===== src/rtl/led_pkg.sv =====
// Shared mode encoding for the LED mode sequencer and its helpers.
package led_pkg;

  localparam int MODE_W = 2;

  typedef enum logic [MODE_W-1:0] {
    MODE_OFF   = 2'd0,
    MODE_BLINK = 2'd1,
    MODE_SHIFT = 2'd2,
    MODE_COUNT = 2'd3
  } mode_e;

  function automatic mode_e next_mode(input mode_e m);
    case (m)
      MODE_OFF:   return MODE_BLINK;
      MODE_BLINK: return MODE_SHIFT;
      MODE_SHIFT: return MODE_COUNT;
      default:    return MODE_OFF;
    endcase
  endfunction

endpackage


===== src/rtl/btn_debounce.sv =====
// Two-flop synchroniser, counter-based debounce and a one-cycle pulse on
// each accepted press; releases are filtered the same way but produce no pulse.
module btn_debounce #(
  parameter int DEB_CYCLES = 240000
) (
  input  logic clk,
  input  logic rst,
  input  logic btn,
  output logic adv
);

  localparam int CW = $clog2(DEB_CYCLES + 1);
  localparam logic [CW-1:0] CNT_LAST = CW'(DEB_CYCLES - 1);

  logic          sync1_q;
  logic          btn_s_q;
  logic [CW-1:0] cnt_q, cnt_d;
  logic          stable_q, stable_d;
  logic          stable_prev_q;

  always_comb begin
    cnt_d    = cnt_q;
    stable_d = stable_q;
    if (btn_s_q == stable_q) begin
      cnt_d = '0;
    end else if (cnt_q == CNT_LAST) begin
      stable_d = btn_s_q;
      cnt_d    = '0;
    end else begin
      cnt_d = cnt_q + 1'b1;
    end
  end

  always_ff @(posedge clk) begin
    if (rst) begin
      sync1_q       <= 1'b0;
      btn_s_q       <= 1'b0;
      cnt_q         <= '0;
      stable_q      <= 1'b0;
      stable_prev_q <= 1'b0;
    end else begin
      sync1_q       <= btn;
      btn_s_q       <= sync1_q;
      cnt_q         <= cnt_d;
      stable_q      <= stable_d;
      stable_prev_q <= stable_q;
    end
  end

  assign adv = stable_q & ~stable_prev_q;

endmodule


===== src/rtl/led_mode_sequencer.sv =====
// Button-selected LED pattern sequencer: single clock domain, a prescaler
// producing a one-cycle step strobe, and a four-mode pattern FSM.
module led_mode_sequencer
  import led_pkg::*;
#(
  parameter int LEDS_NR        = 3,
  parameter int TICK_DIV       = 2250000,
  parameter int DEB_CYCLES     = 240000,
  parameter int LED_ACTIVE_LOW = 1
) (
  input  logic               clk,
  input  logic               rst,
  input  logic               btn,
  input  logic               pause,
  output logic [LEDS_NR-1:0] led,
  output logic [MODE_W-1:0]  mode,
  output logic               tick
);

  localparam int PW = $clog2(TICK_DIV);
  localparam logic [PW-1:0]      PRESC_LAST = PW'(TICK_DIV - 1);
  localparam logic [LEDS_NR-1:0] LED_POL    = {LEDS_NR{LED_ACTIVE_LOW != 0}};
  localparam logic [LEDS_NR-1:0] ONE_HOT0   = LEDS_NR'(1);

  logic               adv;
  logic [PW-1:0]      presc_q, presc_d;
  logic               tick_q, tick_d;
  mode_e              mode_q, mode_d;
  logic [LEDS_NR-1:0] pattern_q, pattern_d;
  logic               dir_up_q, dir_up_d;

  btn_debounce #(
    .DEB_CYCLES (DEB_CYCLES)
  ) u_btn_debounce (
    .clk (clk),
    .rst (rst),
    .btn (btn),
    .adv (adv)
  );

  // A mode change restarts the step period so every mode begins with a full interval.
  always_comb begin
    presc_d = presc_q;
    tick_d  = 1'b0;
    if (adv) begin
      presc_d = '0;
    end else if (!pause) begin
      if (presc_q == PRESC_LAST) begin
        presc_d = '0;
        tick_d  = 1'b1;
      end else begin
        presc_d = presc_q + 1'b1;
      end
    end
  end

  always_comb begin
    mode_d    = mode_q;
    pattern_d = pattern_q;
    dir_up_d  = dir_up_q;
    if (adv) begin
      mode_d    = next_mode(mode_q);
      dir_up_d  = 1'b1;
      pattern_d = (mode_d == MODE_SHIFT) ? ONE_HOT0 : '0;
    end else if (tick_q) begin
      case (mode_q)
        MODE_BLINK: pattern_d = ~pattern_q;
        MODE_SHIFT: begin
          if (LEDS_NR == 1) begin
            pattern_d = pattern_q;
          end else if (dir_up_q) begin
            pattern_d = pattern_q << 1;
            if (pattern_d[LEDS_NR-1]) dir_up_d = 1'b0;
          end else begin
            pattern_d = pattern_q >> 1;
            if (pattern_d[0]) dir_up_d = 1'b1;
          end
        end
        MODE_COUNT: pattern_d = pattern_q + 1'b1;
        default:    pattern_d = '0;
      endcase
    end
  end

  always_ff @(posedge clk) begin
    if (rst) begin
      presc_q   <= '0;
      tick_q    <= 1'b0;
      mode_q    <= MODE_OFF;
      pattern_q <= '0;
      dir_up_q  <= 1'b1;
    end else begin
      presc_q   <= presc_d;
      tick_q    <= tick_d;
      mode_q    <= mode_d;
      pattern_q <= pattern_d;
      dir_up_q  <= dir_up_d;
    end
  end

  assign led  = pattern_q ^ LED_POL;
  assign mode = mode_q;
  assign tick = tick_q;

endmodule

===== config.mk =====
export PLATFORM = sky130hd
export DESIGN_NAME = led_mode_sequencer
export DESIGN_NICKNAME = d
export VERILOG_FILES = /design/src/rtl/led_pkg.sv /design/src/rtl/btn_debounce.sv /design/src/rtl/led_mode_sequencer.sv
export SDC_FILE = /design/constraint.sdc
export NUM_CORES = 1
export LEC_CHECK = 0
export ABC_CLOCK_PERIOD_IN_PS = 1900
export CORE_ASPECT_RATIO = 1.5
export CORE_MARGIN = 2
export CORE_UTILIZATION = 56
export DETAILED_ROUTE_END_ITERATION = 8
export DONT_BUFFER_PORTS = 1
export PLACE_DENSITY = 0.81
export SLEW_MARGIN = 30
export SYNTH_ARGS = -nofsm -noshare
export SYNTH_HDL_FRONTEND = slang
export SYNTH_SLANG_ARGS = --single-unit

===== constraint.sdc =====
create_clock -name clk -period 1.9 [get_ports clk]
set_clock_uncertainty 0.1 [all_clocks]
set_input_delay 0.38 -clock clk [delete_from_list [all_inputs] [get_ports clk]]
set_output_delay 0.38 -clock clk [all_outputs]
set_load 0.01 [all_outputs]

==> results.json <==
{
  "fill_cells": 311,
  "synth_top_flop_cell": "dfxtp_1",
  "grt_antenna_before_repair": 0,
  "grt_pass1_wl_mm": 8.14,
  "dieWidth_um": 58.1,
  "min_period_ns": 1.90,
  "cts_htree_levels": 2,
  "regArea_sq_um": 1030,
  "hold_viol": 0,
  "outcome": "complete, no violations",
  "yosysWarnings": 0,
  "grt_max_degree": 23,
  "power_density_nw_per_um2": 621,
  "multi_input_area_sq_um": 1410,
  "pre_cts_ws_ns": -0.0266,
  "hold_buffers": 0,
  "max_slew.worst_pin.slew_ns": 0.380,
  "numCtsBuffers": 5,
  "arrival_ns": 2.03,
  "slew_headroom_pct": 74.6,
  "io_buffer_count": 0,
  "initial_core_util_pct": 58.4,
  "diodes": 0,
  "core_area_sq_um": 4210,
  "hp-class": "primary input to flip-flop",
  "layout_common_cells": "42 x dfxtp_1, 37 x nor2_1, 26 x buf_4",
  "drtIter0Drc": 93,
  "num_rows": 29,
  "gr-usage-all-layers_pct": 21.1,
  "cts_num_sinks": 51,
  "area_delta_synth_final_pct": 17.1,
  "cp_max_fo": 5,
  "final_common_cell": "dfxtp_1",
  "yosys.area.top_type": "dfxtp_1",
  "ant_nets": 0,
  "stdcell_count": 352,
  "setup_ws_ns": 0.00489,
  "rsz0062_at_grt": "yes",
  "clkTransAtPathRegs_ns": 0.10,
  "synth_edf_count": 0,
  "synth-seq-cells": 51,
  "vias_per_cell": 5.74,
  "async_flop_share_pct": 0,
  "finalCritPeriodShare_pct": 99.7,
  "dpl.hpwl_mm": 3.28,
  "grt_pass1_vias": 1940,
  "overflow": 0,
  "synth_seq_area_share_pct": 41.5,
  "fin_nets": 320,
  "cp.required_ns": 2.03,
  "wl_mm": 5.03,
  "leakage_nw": 1.03,
  "vdd_drop_max_mv": 0.686,
  "insertion_delay_ns": 0.31,
  "die-area_sq_um": 4940,
  "place.gp.congestion": 0.825,
  "cts_tree": "yes",
  "dp_cells": 341,
  "synthDistinctLibCells": 46,
  "wl_per_cell_um": 14.3,
  "drc": 0,
  "die_h_um": 85.1,
  "syn_nets": 291,
  "ios": 10,
  "yosysTopAreaCellShare_pct": 41.5,
  "worstSetupStartpointType": "flip-flop",
  "synth_area_leaders": "dfxtp_1 42%, nor2_1 5.7%, ha_1 5.6%",
  "syn_area_sq_um": 2460,
  "worstSetupPathType": "flip-flop to flip-flop",
  "drt_pass1_iterations": 4,
  "via_count": 2022,
  "root_buffer": "clkbuf_8",
  "synth_area_per_cell_sq_um": 8.90,
  "max_freq_ghz": 0.528,
  "synth_cells": 276,
  "drive_above_1_share_pct": 23.2,
  "cts_buffer_depth": 2,
  "end_kind": "flip-flop",
  "setup_viol": 0,
  "cap_violations": 0,
  "final_max_slew_viol_count": 0
}
## metal layers
layer  part of all wire, %  track usage (%)
met1                    40             24.0
met2                    54             36.2
met3                   2.9             4.88
met4                   2.6             10.4
met5                     0                0
## path summary, 6_finish.rpt
check | start | end | slack (ns) | depth (start not counted)
max | presc_q[5]$_SDFFE_PP0N_ | presc_q[13]$_SDFFE_PP0N_ | 0.005 | 4
min reg2reg | u_btn_debounce.sync1_q$_SDFF_PP0_ | u_btn_debounce.btn_s_q$_SDFF_PP0_ | 0.37 | 1
max reg2reg | presc_q[5]$_SDFFE_PP0N_ | presc_q[13]$_SDFFE_PP0N_ | 0.005 | 4
min | rst | mode[0]$_SDFFE_PP0P_ | 0.02 | 1
## timing repair
action                                 in CTS  in global routing
buffers inserted                            0                  2
gates cloned                                0                  1
pin swaps                                   0                  3
setup endpoints to repair                   2                 23
endpoints found under the hold margin       0                  0
gates resized for setup                     2                 20
## flip-flops by register name, indices dropped and copies added (netlist names), 2 cells and up
name,flops
presc_q,22
u_btn_debounce.cnt_q,18
pattern_q,3
mode,2
## metrics by stage
stage	cell area [sq um]	utilization [%]	TNS (ns)	power [mW]	hold WS (ns)
6_report	2880	68.4	0	1.79	0.0232
5_1_grt	2880	68.4	-0.321	1.85	0.00522
4_1_cts	2800	66.6	0	1.80	0.0168
3_5_place_dp	2700	64.1	-0.0363	1.15	0.350
3_3_place_gp	2700	64.1	-0.0126	1.14	0.326
2_1_floorplan	2470	-	-0.825	1.13	0.314
## cells in the mapped netlist, types with 2 or more instances
master and instances:
a21oi_1 17, nand3_1 12, or3_2 3, nor3_1 7, mux2_2 2, and2_1 2, and4_1 5, o31ai_1 3
nor2_1 37, nand2_1 14, ha_1 11, and3_1 2, o21ai_0 14, xor2_1 12, nor4b_1 2, nor2b_1 8
nand4_1 10, or3_1 9, inv_1 10, nor4_1 3, or4_1 2, clkbuf_1 6, xnor2_1 12, dfxtp_1 51
## layout make-up
type / count / share of cell area, %
inverters: 10 / 1.30
multi-input cells: 208 / 49.1
repair buffers: 29 / 8.26
clock buffers: 6 / 2.87
clock inverters: 2 / 0.565
flip-flops and latches: 51 / 35.9
well taps: 46 / 2.00
## critical path: stages, from the launching register on
cell and delay [ns]:
dfxtp_2 0.34, nand4_1 0.15, or4b_4 0.61, or3_2 0.48, a21oi_2 0.14
## report_power, final
group | internal, mW | leakage, nW | switching (mW)
Combinational | 0.0205 | 0.563 | 0.0210
Clock | 0.298 | 0.0474 | 0.365
Sequential | 1.08 | 0.416 | 0.00758
Total | 1.39 | 1.03 | 0.393
## logic make-up (layout without fill, tap and decap cells)
family                     Yosys count  count (layout)  synth area share, %
and+or+nand+nor                    128             129                 29.4
DFF                                 51              51                 41.5
AOI/OAI and AO/OA                   41              41                 10.4
xor gates and xnor gates            24              24                 8.55
buffers and inverters               18              47                 3.11
adders and majority gates           11              11                 5.60
muxes                                3               3                 1.32
Note: power is estimated with default switching activity, not from simulation.
